**config.mk**
```make
export PLATFORM = sky130hd
export DESIGN_NAME = ps2_link_ctrl_flat
export DESIGN_NICKNAME = d
export VERILOG_FILES = /design/src/rtl/ps2_link_ctrl_if.sv /design/src/rtl/ps2_link_ctrl.sv /design/src/flat_wrapper.sv
export SDC_FILE = /design/constraint.sdc
export NUM_CORES = 1
export LEC_CHECK = 0
export BUFFER_PORTS_ARGS = -buffer_cell sky130_fd_sc_hd__buf_4
export CELL_PAD_IN_SITES_DETAIL_PLACEMENT = 0
export CELL_PAD_IN_SITES_GLOBAL_PLACEMENT = 1
export CORE_MARGIN = 2
export CORE_UTILIZATION = 46
export DETAILED_ROUTE_END_ITERATION = 10
export PLACE_DENSITY = 0.87
export SETUP_SLACK_MARGIN = 0.4
export SLEW_MARGIN = 5
export SYNTH_ARGS = -nofsm -noshare
export SYNTH_HDL_FRONTEND = slang
export SYNTH_SLANG_ARGS = --single-unit
```
**constraint.sdc**
```tcl
create_clock -name ACLK -period 2.8 [get_ports ACLK]
set_input_delay 0.84 -clock ACLK [delete_from_list [all_inputs] [get_ports ACLK]]
set_output_delay 0.84 -clock ACLK [all_outputs]
set_load 0.02 [all_outputs]
```
**src/rtl/ps2_link_ctrl_if.sv**
```systemverilog
// Register-shell side handshakes of the PS/2 link: command bytes in, scan-code bytes out.
interface ps2_link_ctrl_if;
    logic [7:0] tx_data;
    logic       tx_valid;
    logic       tx_ready;
    logic [7:0] rx_data;
    logic       rx_valid;
    logic       rx_ready;

    modport master (output tx_data, tx_valid, rx_ready, input tx_ready, rx_data, rx_valid);
    modport slave  (input tx_data, tx_valid, rx_ready, output tx_ready, rx_data, rx_valid);
endinterface

```
**src/rtl/ps2_link_ctrl.sv**
```systemverilog
// PS/2 pad sequencer: filtered input path, per-frame RX/TX state machine with
// open-drain pad enables, and a small RX byte FIFO with sticky error flags.
module ps2_link_ctrl #(
    parameter int INHIBIT_CYC = 10000,
    parameter int TIMEOUT_CYC = 200000,
    parameter int FILT_LEN    = 4,
    parameter int FIFO_DEPTH  = 4
) (
    input  logic ACLK,
    input  logic ARESET,
    input  logic ps2_clk_i,
    input  logic ps2_data_i,
    output logic ps2_clk_oe,
    output logic ps2_data_oe,
    ps2_link_ctrl_if.slave bus,
    output logic busy,
    output logic err_parity,
    output logic err_overflow,
    output logic err_timeout,
    output logic err_nack,
    input  logic err_clr
);
    localparam int AW = $clog2(FIFO_DEPTH);
    localparam int IW = $clog2(INHIBIT_CYC + 1);
    localparam int TW = $clog2(TIMEOUT_CYC + 1);
    localparam int FW = $clog2(FILT_LEN + 1);

    typedef enum logic [2:0] {IDLE, RX, TX_INH, TX_BITS, TX_ACK, TX_END} state_t;

    // bit 0 = clock, bit 1 = data
    logic [1:0]    sync1, sync2, filt;
    logic [FW-1:0] filt_cnt [2];
    logic          clk_prev, clk_f, data_f, fall;

    always_ff @(posedge ACLK) begin
        if (ARESET) begin
            sync1    <= 2'b11;
            sync2    <= 2'b11;
            filt     <= 2'b11;
            clk_prev <= 1'b1;
            for (int i = 0; i < 2; i++) filt_cnt[i] <= '0;
        end else begin
            sync1    <= {ps2_data_i, ps2_clk_i};
            sync2    <= sync1;
            clk_prev <= filt[0];
            for (int i = 0; i < 2; i++) begin
                if (sync2[i] == filt[i]) begin
                    filt_cnt[i] <= '0;
                end else if (filt_cnt[i] == FW'(FILT_LEN - 1)) begin
                    filt[i]     <= sync2[i];
                    filt_cnt[i] <= '0;
                end else begin
                    filt_cnt[i] <= filt_cnt[i] + FW'(1);
                end
            end
        end
    end

    assign clk_f  = filt[0];
    assign data_f = filt[1];
    assign fall   = clk_prev & ~clk_f;

    state_t        state, state_n;
    logic [3:0]    bit_cnt;
    logic [IW-1:0] inh_cnt;
    logic [TW-1:0] to_cnt;
    logic [8:0]    rx_sh;
    logic [7:0]    tx_sh;
    logic          tx_par, drv_low;
    logic          ready, accept, rx_shift, push, set_par, set_nack, set_to, tx_step;
    logic          inh_last, to_hit, rx_ok;

    assign inh_last = (inh_cnt == IW'(INHIBIT_CYC - 1));
    assign to_hit   = (to_cnt == TW'(TIMEOUT_CYC - 1));
    assign rx_ok    = (^rx_sh) & data_f;

    always_comb begin
        state_n  = state;
        ready    = 1'b0;
        accept   = 1'b0;
        rx_shift = 1'b0;
        push     = 1'b0;
        set_par  = 1'b0;
        set_nack = 1'b0;
        set_to   = 1'b0;
        tx_step  = 1'b0;
        case (state)
            IDLE: begin
                if (fall && !data_f) begin
                    state_n = RX;
                end else if (!fall && data_f) begin
                    ready = 1'b1;
                    if (bus.tx_valid) begin
                        accept  = 1'b1;
                        state_n = TX_INH;
                    end
                end
            end
            RX: begin
                if (fall) begin
                    if (bit_cnt == 4'd9) begin
                        push    = rx_ok;
                        set_par = ~rx_ok;
                        state_n = IDLE;
                    end else begin
                        rx_shift = 1'b1;
                    end
                end else if (to_hit) begin
                    set_to  = 1'b1;
                    state_n = IDLE;
                end
            end
            TX_INH: if (inh_last) state_n = TX_BITS;
            TX_BITS: begin
                if (fall) begin
                    tx_step = 1'b1;
                    if (bit_cnt == 4'd9) state_n = TX_ACK;
                end else if (to_hit) begin
                    set_to  = 1'b1;
                    state_n = IDLE;
                end
            end
            TX_ACK: begin
                if (fall) begin
                    set_nack = data_f;
                    state_n  = TX_END;
                end else if (to_hit) begin
                    set_to  = 1'b1;
                    state_n = IDLE;
                end
            end
            TX_END: begin
                if (clk_f && data_f) begin
                    state_n = IDLE;
                end else if (to_hit) begin
                    set_to  = 1'b1;
                    state_n = IDLE;
                end
            end
            default: state_n = IDLE;
        endcase
    end

    // RX FIFO; one extra pointer bit distinguishes full from empty
    logic [7:0]  mem [FIFO_DEPTH];
    logic [AW:0] wptr, rptr;
    logic        full, pop, push_ok, ovf;

    assign full    = (wptr[AW] != rptr[AW]) && (wptr[AW-1:0] == rptr[AW-1:0]);
    assign pop     = bus.rx_valid & bus.rx_ready;
    assign push_ok = push & (~full | pop);
    assign ovf     = push & full & ~pop;

    always_ff @(posedge ACLK) begin
        if (push_ok) mem[wptr[AW-1:0]] <= rx_sh[7:0];
    end

    always_ff @(posedge ACLK) begin
        if (ARESET) begin
            state        <= IDLE;
            bit_cnt      <= '0;
            inh_cnt      <= '0;
            to_cnt       <= '0;
            rx_sh        <= '0;
            tx_sh        <= '0;
            tx_par       <= 1'b0;
            drv_low      <= 1'b0;
            wptr         <= '0;
            rptr         <= '0;
            err_parity   <= 1'b0;
            err_overflow <= 1'b0;
            err_timeout  <= 1'b0;
            err_nack     <= 1'b0;
        end else begin
            state   <= state_n;
            inh_cnt <= (state == TX_INH) ? inh_cnt + IW'(1) : '0;
            if (state_n != state || fall || state == IDLE || state == TX_INH)
                to_cnt <= '0;
            else
                to_cnt <= to_cnt + TW'(1);
            if (state_n != state)
                bit_cnt <= '0;
            else if (fall && (state == RX || state == TX_BITS))
                bit_cnt <= bit_cnt + 4'd1;
            if (rx_shift) rx_sh <= {data_f, rx_sh[8:1]};
            if (accept) begin
                tx_sh  <= bus.tx_data;
                tx_par <= ~^bus.tx_data;
            end
            if (state == TX_INH && state_n == TX_BITS) begin
                drv_low <= 1'b1;
            end else if (tx_step) begin
                if (bit_cnt < 4'd8) begin
                    drv_low <= ~tx_sh[0];
                    tx_sh   <= tx_sh >> 1;
                end else if (bit_cnt == 4'd8) begin
                    drv_low <= ~tx_par;
                end else begin
                    drv_low <= 1'b0;
                end
            end
            if (push_ok) wptr <= wptr + (AW+1)'(1);
            if (pop)     rptr <= rptr + (AW+1)'(1);
            err_parity   <= set_par  | (err_parity   & ~err_clr);
            err_overflow <= ovf      | (err_overflow & ~err_clr);
            err_timeout  <= set_to   | (err_timeout  & ~err_clr);
            err_nack     <= set_nack | (err_nack     & ~err_clr);
        end
    end

    assign busy         = (state != IDLE);
    assign ps2_clk_oe   = (state == TX_INH);
    assign ps2_data_oe  = (state == TX_INH && inh_last) || (state == TX_BITS && drv_low);
    assign bus.tx_ready = ready & ~ARESET;
    assign bus.rx_valid = (wptr != rptr);
    assign bus.rx_data  = bus.rx_valid ? mem[rptr[AW-1:0]] : 8'h00;
endmodule

```
**src/flat_wrapper.sv**
```systemverilog
// flat-port wrapper written by rule: the top's interface ports become plain ports
module ps2_link_ctrl_flat 
#(
    parameter int INHIBIT_CYC = 10000,
    parameter int TIMEOUT_CYC = 200000,
    parameter int FILT_LEN    = 4,
    parameter int FIFO_DEPTH  = 4
)
  (ACLK, ARESET, ps2_clk_i, ps2_data_i, ps2_clk_oe, ps2_data_oe, busy, err_parity, err_overflow, err_timeout, err_nack, err_clr, bus_tx_data, bus_tx_valid, bus_rx_ready, bus_tx_ready, bus_rx_data, bus_rx_valid);
  ps2_link_ctrl_if bus_i ();
  input  logic ACLK;
  input  logic ARESET;
  input  logic ps2_clk_i;
  input  logic ps2_data_i;
  output logic ps2_clk_oe;
  output logic ps2_data_oe;
  output logic busy;
  output logic err_parity;
  output logic err_overflow;
  output logic err_timeout;
  output logic err_nack;
  input  logic err_clr;
  input wire logic [$bits(bus_i.tx_data)-1:0] bus_tx_data;
  input wire logic [$bits(bus_i.tx_valid)-1:0] bus_tx_valid;
  input wire logic [$bits(bus_i.rx_ready)-1:0] bus_rx_ready;
  output wire logic [$bits(bus_i.tx_ready)-1:0] bus_tx_ready;
  output wire logic [$bits(bus_i.rx_data)-1:0] bus_rx_data;
  output wire logic [$bits(bus_i.rx_valid)-1:0] bus_rx_valid;
  assign bus_i.tx_data = bus_tx_data;
  assign bus_i.tx_valid = bus_tx_valid;
  assign bus_i.rx_ready = bus_rx_ready;
  assign bus_tx_ready = bus_i.tx_ready;
  assign bus_rx_data = bus_i.rx_data;
  assign bus_rx_valid = bus_i.rx_valid;
  ps2_link_ctrl #(.INHIBIT_CYC(INHIBIT_CYC), .TIMEOUT_CYC(TIMEOUT_CYC), .FILT_LEN(FILT_LEN), .FIFO_DEPTH(FIFO_DEPTH)) u_core (.ACLK(ACLK), .ARESET(ARESET), .ps2_clk_i(ps2_clk_i), .ps2_data_i(ps2_data_i), .ps2_clk_oe(ps2_clk_oe), .ps2_data_oe(ps2_data_oe), .bus(bus_i), .busy(busy), .err_parity(err_parity), .err_overflow(err_overflow), .err_timeout(err_timeout), .err_nack(err_nack), .err_clr(err_clr));
endmodule
```
======== After elaboration in Yosys (flattened, before gate mapping) ========
Memory sizes are Yosys's and may differ from the RTL's. A register that Yosys moved wholly into a read port is not among the register bits.
Cells that the tools add are included.
storage, ports and cells
  bits in registers ....................... 75
  latch bits .............................. 0
  bits in writable memories ............... 38
  ROM bits ................................ 0
  input port bits ......................... 15
  output and inout bits ................... 17
  word-level logic and storage cells ...... 185
  memories kept ........................... 2
cells by class
  $add $sub $neg .......................... 7
  $mul .................................... 0
  divide/modulo/power cells ............... 0
  magnitude comparators ................... 1
  equality and inequality tests ........... 18
  shift operators ......................... 0
  mux-type cells .......................... 79
  bitwise logic cells ..................... 33
  reduce and logical (&&, ||, !) cells .... 26
memories
  name             depth  bits a word  rd ports  clocked after Yosys merged registers in  write ports  RTL line              RTL
  u_core.mem       4      8            1         1                                        1            ps2_link_ctrl.sv:145  logic [7:0] mem [FIFO_DEPTH];
  u_core.filt_cnt  2      3            2         0                                        2            ps2_link_ctrl.sv:32   logic [FW-1:0] filt_cnt [2];
operators with widths
  operator                                             count
  2-to-1 mux 1 bit                                     53
  2-to-1 mux 3 bit                                     17
  2-to-1 mux 8 bit                                     5
  adder 18 x 1 -> 18 bit, second input constant        1
  equality test 18 bit, second input constant          1
  case mux 3 bit (6 select lines)                      1
  equality test 3 x 2 -> 1 bit, second input constant  5
  adder 14 x 1 -> 14 bit, second input constant        1
  equality test 14 bit, second input constant          1
  adder 3 x 1 -> 3 bit, second input constant          4
  bitwise AND 1 bit                                    11
  NOT 1 bit                                            11
  bitwise OR 1 bit                                     11
  XOR reduction 9 bit                                  1
  equality test 4 bit, second input constant           2
  logical AND 1 bit                                    8
  XNOR reduction 8 bit                                 1
  equality test 3 bit, second input constant           2
  inequality test 3 bit                                2
  OR reduction 2 bit                                   3
  logical OR 1 bit                                     5
  adder 4 x 1 -> 4 bit, second input constant          1
  less-than comparator 4 bit, second input constant    1
  2-to-1 mux 2 bit                                     2
  11 further kinds                                     14

======== Longest topological paths before layout ========
Gate-level depths: netlist of run 1.
  word-level depth ........................ 12
  depth in mapped cells ................... 10
  depth with buffers taken out ............ 8

======== Worst setup path after synthesis of run 1 ========
No wires, ideal clock.
  path kind ............................... input -> output
  start point ............................. input port ARESET
  end point ............................... output port bus_tx_ready
  data arrival time ....................... 1.695 ns
  data required time ...................... 1.960 ns
  slack ................................... 0.265 ns
  stages .................................. 3
  path buffers ............................ 2
  path through ............................ clkbuf_1 > clkbuf_1 > nor3_1
on the way
  word-level cells in the longest chain between the ends .. 2
RTL lines
  item               RTL line              RTL
  start, declared    flat_wrapper.sv:12    input logic ARESET;
  NOT 1 bit          ps2_link_ctrl.sv:214  assign bus.tx_ready = ready & ~ARESET;
  bitwise AND 1 bit  ps2_link_ctrl.sv:214
  end, declared      flat_wrapper.sv:26    output wire logic [$bits(bus_i.tx_ready)-1:0] bus_tx_ready;
No other way between the ends.

==> results of run 1 <==
[worst max-delay path, delay by kind of cell (launching register included)]
kind	cells	cell delay (ns)
buffers and inverters	1	0.12
multiplexers	1	0.54
flip-flops	1	0.44
AND/OR/NAND/NOR	1	0.18
[metal layers]
| layer | global-route usage, % | up-vias | wire [um] |
|---|---|---|---|
| met1 | 20.1 | 1620 | 4410 |
| met3 | 4.34 | 6 | 294 |
| met5 | 0 | - | 0 |
| met4 | 6.00 | 0 | 71 |
| met2 | 26.3 | 52 | 4700 |
| li1 | - | 1756 | - |
[cell families (layout without fill, tap and decap cells)]
logic type      count (synthesis)  in the layout
buf+inv                        36             90
fa+ha+maj                      15             15
xor+xnor                       53             53
simple gates                  202            203
mux                            27             27
other cells                     1              6
flops                         115            115
compound gates                 34             34
[placed cells by master, fill, tap and decap left out, types with 8 or more instances in the layout]
cell       instances
and2_4             9
clkbuf_16         17
xor2_1            26
mux4_2             8
buf_6              9
inv_1             13
nor2_1            73
mux2i_1           19
dfxtp_1           70
nand3_1           15
a211oi_1           9
nor2_4             8
ha_1              13
xnor2_1           25
edfxtp_1          38
a21oi_1           14
nand2_1           22
buf_4             35
nand4_1            9
[flip-flops by register name, indices dropped and copies added (netlist names), 3 cells and up, named ones only]
name,cells
u_core.mem,32
u_core.to_cnt,18
u_core.inh_cnt,14
u_core.rx_sh,9
u_core.tx_sh,8
u_core.filt_cnt,6
u_core.bit_cnt,4
u_core.rptr,3
u_core.state,3
u_core.wptr,3
[area by class of cell]
class	count	area (um^2)	share of cell area (%)
Clock buffer	17	425	6.67
Clock inverter	15	196	3.08
Inverter	14	52.6	0.824
Multi-Input combinational cell	338	2470	38.7
Sequential cell	115	2690	42.2
Tap cell	140	175	2.75
Timing Repair Buffer	44	364	5.71
[stage by stage]
step | setup WS (ns) | total power, W | std cells
after global placement | 0.409 | 0.00193 | 642
after CTS | 0.245 | 0.00417 | 676
after detailed placement | 0.385 | 0.00194 | 642
after floorplan | 0.418 | 0.00189 | 488
after global routing | 0.202 | 0.00428 | 683
final | 0.275 | 0.00414 | 683
[worst paths after layout]
check,start,endpoint
setup reg to reg,u_core.rx_sh[3],u_core.mem[2][3]
hold reg to reg,u_core.sync1[0],u_core.sync2[0]
hold / removal,u_core.sync1[0],u_core.sync2[0]
setup / recovery,flop,bus_rx_data[3]
[where the power goes]
group / switching, W / leakage (nW) / internal (W)
logic: 0.0000823 / 1.09 / 0.0000759
clock network: 0.000804 / 0.306 / 0.00143
registers: 0.0000134 / 0.985 / 0.00174
total: 0.000899 / 2.38 / 0.00324
[what timing repair did]
item / CTS / global route
gates resized for setup: 30 / 16
cloned: 0 / 1
pin swaps: 8 / 3
endpoints found under the setup margin: 43 / 43
hold buffers: 0 / 0
buffers inserted: 2 / 6
==> impl_metrics.csv, run 1 <==
group,metric,value,unit
run_status,outcome,"finished, final reports clean",
clock_tree,clkLatencyLatePin,0.40,ns
timing,period_needed,2.52,ns
job,drv_cap,0,
clock_tree,clock-sinks,115,
logic_synthesis,yosysTopAreaCell,"dfxtp_1",
power_and_ir_drop,vdd_drop_max,346,uV
logic_synthesis,synth-edff-count,38,
finish,layout.nets,559,
logic_synthesis,synth_most_common_cell,"dfxtp_1",
finish,drive_above_1_share,26.2,%
logic_synthesis,ys_warn_count,0,
grt,grt_usage,16.0,%
timing,finalClockSkew,0.00902,ns
timing,worst_pin_slew,0.518,ns
routing,viasPerCell,5.03,
power_and_ir_drop,powerDensity,649,nW/um^2
logic_synthesis,mappedNetlistArea,5220,um^2
logic_synthesis,synthesis.instances,483,
grt,antenna_found_initial,0,
clock_tree,clockRootBuffer,"clkbuf_16",
setup_path,reg2regPathDepth,5,
logic_synthesis,synth_xor_area_share,9.15,%
logic_synthesis,synth_commonest_cells,"dfxtp_1, nor2_1, edfxtp_1, xnor2_1, xor2_1",
placed_design,dp_hpwl,6340,um
setup_path,cp_max_fo,8,
setup_path,cp-end-kind,"primary output",
floorplan,die_h,111,um
clock_tree,clkTransAtPathRegs,0.06,ns
finish,antenna_cells,0,
routing,wl_per_cell,13.9,um
grt,grt_pass1_vias,3425,
finish,fin_util,58.3,%
clock_tree,cts_tree,"yes",
placed_design,gp_congestion,0.881,
logic_synthesis,synth_compound_area_share,4.19,%
timing,slew_headroom,65.5,%
floorplan,std_cell_rows,38,
setup_path,critPathArrivalTime,1.68,ns
setup_path,rrSetupSlack,0.54,ns
grt,grt_pass1_wl,16000,um
logic_synthesis,synth_top_family_by_area,"simple AND/OR/NAND/NOR gates",
setup_path,startpoint_type,"flop",
logic_synthesis,muxShareOfSynthArea,7.09,%
logic_synthesis,synthSimpleGateAreaFrac,21.0,%
grt,grt_start_max_net_pins,45,
setup_path,cp_slowest_cell,"mux4_2",
logic_synthesis,synth-adder-area-share,3.55,%
setup_path,cp_slowest_stage_delay,0.54,ns
routing,drt_iter0_markers,149,
min_path,worstHoldPathCells,1,
timing,fmax,396,MHz
setup_path,cp.required,1.96,ns
logic_synthesis,synth.distinct_cells,58,
logic_synthesis,synth_flop_cell,"dfxtp_1",
routing,wl,9480,um
clock_tree,cts_buffers,17,
timing,min_period_over_period,90.2,%
grt,grt-ovfl-total,0,
finish,nFillCells,920,
timing,rsz0062_at_grt,"yes",
clock_tree,clockBufferDepth,2,
placed_design,portBuffers,31,
setup_path,path_cells,"mux4_2, and2_4, buf_6",
logic_synthesis,avgSynthCellArea,10.8,um^2
finish,syn2layout_area_growth,22.1,%
logic_synthesis,synth-seq-cells,115,
placed_design,post_dp_cell_area,5560,um^2
floorplan,die_w,111,um
timing,slew_viol_final,0,
logic_synthesis,async_flop_share,0,%
timing,setup_violations,0,
logic_synthesis,synth_top_area_share,29.5,%
routing,ant_nets,0,
setup_path,path_class,"flop to primary output",
routing,via_count,3434,
floorplan,coreArea,10900,um^2
power_and_ir_drop,p_leak,2.38,nW
floorplan,dieArea,12200,um^2
logic_synthesis,synth_seq_area_share,51.4,%
routing,drc,0,
min_path,hold_class,"flop to flop",
logic_synthesis,synth_area_leaders,"dfxtp_1, edfxtp_1, nor2_1",
floorplan,start_util,47.7,%
timing,hold_viol_final,0,
floorplan,io_pins,32,
routing,firstDrtPassIters,4,
clock_tree,htreeDepth,4,
timing,fin_hold_ws,0.406,ns
finish,final_cell_area,6380,um^2
timing,setup_tns,0,ns
No activity file was read; power rests on OpenSTA's default activity.
==> inputs of run 2 (changes only) <==
--- a/config.mk
+++ b/config.mk
@@ -8,7 +8,6 @@
 export BUFFER_PORTS_ARGS = -buffer_cell sky130_fd_sc_hd__buf_4
 export CELL_PAD_IN_SITES_DETAIL_PLACEMENT = 0
 export CELL_PAD_IN_SITES_GLOBAL_PLACEMENT = 1
-export CORE_MARGIN = 2
 export CORE_UTILIZATION = 46
 export DETAILED_ROUTE_END_ITERATION = 10
 export PLACE_DENSITY = 0.87
==> constraint.sdc (replaced) <==
create_clock -name ACLK -period 2.8 [get_ports ACLK]
set_input_delay 0.84 -clock ACLK [delete_from_list [all_inputs] [get_ports ACLK]]
set_output_delay 0.84 -clock ACLK [all_outputs]
set_load 0.05 [all_outputs]
==> run 2 against run 1 <==
  * Register-to-register slack improved by 0.04 ns
  * Critical path depth unchanged
  * Sequential power about the same
  * Clock power increased by 5%
  * Total power increased by 3.1%
  * Worst hold slack about the same
  * Design area increased by 1.7%
  * Critical path type unchanged
  * Critical endpoint is now bus_rx_data[7]
==> impl_metrics.csv, run 2 (synthesis results as in run 1) <==
group,metric,value,unit
run_status,outcome,"finished, final reports clean",
clock_tree,clock-sinks,115,
clock_tree,htreeDepth,4,
finish,layout_commonest_cell,"nor2_1",
floorplan,die_w,109,um
grt,antenna_found_initial,0,
placed_design,dp_hpwl,6460,um
finish,fin_util,59.3,%
grt,grt_start_max_net_pins,44,
clock_tree,clkTransAtPathRegs,0.05,ns
setup_path,cp-end-kind,"primary output",
placed_design,dp_cells,643,
setup_path,path_cells,"mux4_2, and2_4, buf_6",
timing,rsz0062_at_grt,"yes",
routing,drc,0,
clock_tree,cts_buffers,17,
floorplan,std_cell_rows,38,
grt,grt_pass1_vias,3404,
grt,grt_pass1_wl,15800,um
routing,drt_iter0_markers,119,
placed_design,gp_congestion,0.816,
floorplan,start_util,47.7,%
finish,fin_cells,686,
setup_path,cp_slowest_cell,"mux4_2",
placed_design,portBuffers,31,
routing,wl_per_cell,14.2,um
timing,finalClockSkew,0.00887,ns
setup_path,cp.required,1.96,ns
setup_path,reg2regPathDepth,5,
timing,slew_viol_final,0,
finish,antenna_cells,0,
finish,final_cell_mix,"nor2_1, dfxtp_1, edfxtp_1, buf_4, xnor2_1",
power_and_ir_drop,p_leak,2.43,nW
clock_tree,clockBufferDepth,2,
grt,grt-ovfl-total,0,
min_path,worstHoldPathCells,1,
setup_path,path_class,"flop to primary output",
finish,syn2layout_area_growth,24.2,%
min_path,hold_class,"flop to flop",
timing,fin_hold_ws,0.406,ns
setup_path,startpoint_type,"flop",
clock_tree,clkLatencyLatePin,0.42,ns
clock_tree,cts_tree,"yes",
power_and_ir_drop,powerDensity,658,nW/um^2
routing,firstDrtPassIters,5,
finish,drive_above_1_share,26.9,%
clock_tree,ctsHoldBuffers,0,
setup_path,critPathArrivalTime,1.68,ns
finish,nFillCells,881,
placed_design,place_ws,0.361,ns
min_path,min-delay-start,"u_core.inh_cnt[0]",
routing,viasPerCell,5.13,
setup_path,reg2reg_from,"u_core.rx_sh[7]",
timing,fmax,396,MHz
timing,setup_violations,0,
routing,ant_nets,0,
floorplan,dieArea,11800,um^2
setup_path,cp_top_family,"multiplexers",
setup_path,cp_slowest_stage_delay,0.52,ns
floorplan,coreArea,10900,um^2
power_and_ir_drop,vdd_drop_max,355,uV
timing,min_period_over_period,90.1,%
timing,period_needed,2.52,ns
setup_path,cp.buffers_inverters,1,
floorplan,die_h,109,um
setup_path,cp.depth,3,
floorplan,io_pins,32,
clock_tree,clockRootBuffer,"clkbuf_16",
finish,largest_reg_flops,32,
routing,via_count,3522,
setup_path,reg2reg_to,"u_core.mem[3][0]",
finish,layout.nets,562,
routing,wl,9760,um
setup_path,rrSetupSlack,0.58,ns
timing,fin_ws,0.276,ns
setup_path,cp_max_fo,8,
min_path,holdPathEnd,"u_core.inh_cnt[0]",
grt,grt_usage,17.9,%
job,drv_cap,0,
timing,hold_viol_final,0,
timing,setup_tns,0,ns
run 2: layout make-up:
cell class	count	area [um^2]	area share, %
well taps	140	175	2.70
multi-input cells	338	2500	38.6
inverters	14	52.6	0.811
clock inverters	14	213	3.28
repair buffers	47	409	6.31
flip-flops and latches	115	2700	41.7
clock buffers	18	429	6.62
run 2: worst reg2reg max path: stages, from the launching register on:
cell     delay [ns]
dfxtp_1        0.46
xnor2_1        0.17
xnor3_1        0.34
xnor2_1        0.25
and4b_2        0.37
and2_2         0.30
run 2: worst max path at each step:
stage / startpoint / endpoint / slack [ns]
after floorplan: ARESET / bus_tx_ready / 0.37
after global placement: u_core.state[2] / u_core.mem[1][1] / 0.38
after detailed placement: u_core.rx_sh[4] / u_core.mem[0][1] / 0.36
after CTS: flop / bus_rx_data[7] / 0.25
after global routing: flop / bus_rx_data[3] / 0.21
final: flop / bus_rx_data[7] / 0.28
run 2: repair_timing:
action | in CTS | in global routing
setup endpoints to repair | 43 | 43
setup buffers | 4 | 6
gates cloned | 0 | 1
resized for setup | 39 | 20
pin swaps | 5 | 5
run 2: metrics by stage:
stage / cell area [um^2] / power [W]
2_1_floorplan: 5280 / 0.00191
3_3_place_gp: 5590 / 0.00195
3_5_place_dp: 5590 / 0.00195
4_1_cts: 6370 / 0.00429
5_1_grt: 6480 / 0.00439
6_report: 6480 / 0.00426
run 2: power breakdown:
group          switching, W  leakage [nW]  internal, W
Combinational     0.0000967          1.13    0.0000791
Sequential        0.0000126         0.986      0.00174
Clock              0.000766         0.315      0.00157
Total              0.000875          2.43      0.00339
run 2: layer usage:
metal	global-route usage [%]	up-vias	part of all wire, %
met5	0	-	0
met4	9.46	0	3.1
met3	6.45	29	4.3
met2	29.0	87	51
met1	20.7	1638	42
li1	-	1768	-
==> inputs of run 3 (changes only) <==
--- a/config.mk
+++ b/config.mk
@@ -11,6 +11,7 @@
 export CORE_UTILIZATION = 46
 export DETAILED_ROUTE_END_ITERATION = 10
 export PLACE_DENSITY = 0.87
+export REMOVE_ABC_BUFFERS = 1
 export SETUP_SLACK_MARGIN = 0.4
 export SLEW_MARGIN = 5
 export SYNTH_ARGS = -nofsm -noshare
==> run 3 against run 2 <==
  * Register-to-register slack better by 0.03 ns
  * Sequential share of layout area is 0.11 points higher
  * Combinational power about the same
  * Flip-flop and latch count unchanged
  * Via count grew 0.26%
  * Clock power decreased by 6%
  * Sequential power is essentially flat
  * Largest power group unchanged
==> impl_metrics.csv, run 3 (synthesis results as in run 1) <==
group,metric,value,unit
run_status,outcome,"finished, final reports clean",
grt,grt_pass1_vias,3497,
clock_tree,clkLatencyLatePin,0.41,ns
setup_path,cp.buffers_inverters,1,
timing,hold_viol_final,0,
timing,fmax,390,MHz
setup_path,cp_top_family,"multiplexers",
setup_path,cp_slowest_cell,"mux4_2",
setup_path,cp_max_fo,8,
grt,antenna_found_initial,0,
floorplan,io_pins,32,
routing,viasPerCell,5.13,
timing,slew_headroom,65.3,%
grt,grt_start_max_net_pins,41,
routing,drt_iter0_markers,127,
routing,wl,9740,um
setup_path,cp.required,1.96,ns
grt,grt-ovfl-total,0,
finish,antenna_cells,0,
setup_path,cp_slowest_stage_delay,0.55,ns
clock_tree,clkTransAtPathRegs,0.05,ns
floorplan,die_h,109,um
routing,wl_per_cell,14.2,um
finish,drive_above_1_share,26.8,%
clock_tree,clock-sinks,115,
finish,final_cell_area,6460,um^2
floorplan,dieArea,11800,um^2
clock_tree,clockRootBuffer,"clkbuf_16",
timing,fin_hold_ws,0.410,ns
finish,layout_commonest_cell,"nor2_1",
grt,grt_usage,18.2,%
power_and_ir_drop,vdd_drop_max,394,uV
min_path,hold_class,"flop to flop",
timing,slew_viol_final,0,
timing,finalClockSkew,0.00584,ns
floorplan,die_w,109,um
placed_design,post_dp_cell_area,5560,um^2
clock_tree,clockBufferDepth,2,
power_and_ir_drop,powerDensity,638,nW/um^2
setup_path,cp-end-kind,"primary output",
routing,ant_nets,0,
timing,worst_pin_slew,0.516,ns
placed_design,gp_congestion,0.763,
finish,largest_reg_flops,32,
routing,via_count,3531,
routing,firstDrtPassIters,4,
timing,rsz0062_at_grt,"yes",
clock_tree,htreeDepth,4,
setup_path,startpoint_type,"flop",
floorplan,std_cell_rows,38,
routing,drc,0,
clock_tree,cts_buffers,17,
finish,layout.nets,564,
finish,syn2layout_area_growth,23.7,%
grt,grt_pass1_wl,16400,um
setup_path,critPathArrivalTime,1.72,ns
timing,setup_violations,0,
floorplan,start_util,47.7,%
finish,final_cell_mix,"nor2_1, dfxtp_1, edfxtp_1, buf_4, xnor2_1",
placed_design,portBuffers,31,
floorplan,coreArea,10900,um^2
timing,setup_tns,0,ns
setup_path,path_class,"flop to primary output",
setup_path,path_cells,"mux4_2, and2_4, buf_6",
timing,period_needed,2.56,ns
power_and_ir_drop,power,0.00412,W
clock_tree,cts_tree,"yes",
job,drv_cap,0,
power_and_ir_drop,p_leak,2.41,nW
placed_design,dp_hpwl,6280,um
timing,min_period_over_period,91.6,%
run 3: worst register-to-register path: cells and delay by family (launching register included):
family	cells	cell delay [ns]
and+or+nand+nor	4	1.32
DFF	1	0.35
adders and majority gates	1	0.21
AOI/OAI and AO/OA	1	0.16
buffers and inverters	1	0.09
run 3: final cells by class:
class	count	area [um^2]
Clock inverter	14	179
Inverter	14	52.6
Clock buffer	18	429
Sequential cell	115	2700
Fill cell	906	4480
Tap cell	140	175
Timing Repair Buffer	49	420
Multi-Input combinational cell	338	2500
run 3: path summary, 6_finish.rpt:
path | from | slack [ns] | end | depth (start not counted)
min | u_core.sync1[0] | 0.41 | u_core.sync2[0] | 1
max | flop | 0.24 | bus_rx_data[3] | 3
max reg2reg | u_core.bit_cnt[1] | 0.61 | u_core.to_cnt[17] | 7
min reg2reg | u_core.sync1[0] | 0.41 | u_core.sync2[0] | 1
run 3: per-layer routing:
| layer | share of wire, % | track usage, % |
|---|---|---|
| met5 | 0 | 0 |
| met4 | 1.3 | 7.05 |
| met2 | 51 | 30.7 |
| met3 | 3.1 | 5.36 |
| met1 | 45 | 21.9 |
run 3: per-stage QoR:
step | worst slack [ns] | utilization [%] | cells
6_report | 0.236 | 59.1 | 688
5_1_grt | 0.176 | 59.1 | 688
4_1_cts | 0.215 | 57.9 | 681
3_5_place_dp | 0.327 | 50.8 | 643
3_3_place_gp | 0.382 | 50.8 | 643
2_1_floorplan | -0.0604 | - | 466
run 3: where the power goes:
group / internal [W] / switching, W
sequential: 0.00174 / 0.0000148
clock: 0.00141 / 0.000785
combinational: 0.0000808 / 0.0000950
total: 0.00323 / 0.000895
run 3: repair_timing:
action                                  4_1_cts  5_1_grt
hold endpoints to repair                      0        0
hold buffers                                  0        0
endpoints found under the setup margin       44       44
setup buffers                                 6        6
cloned                                        0        1
pin swaps                                     6        5
gates resized for setup                      39       22
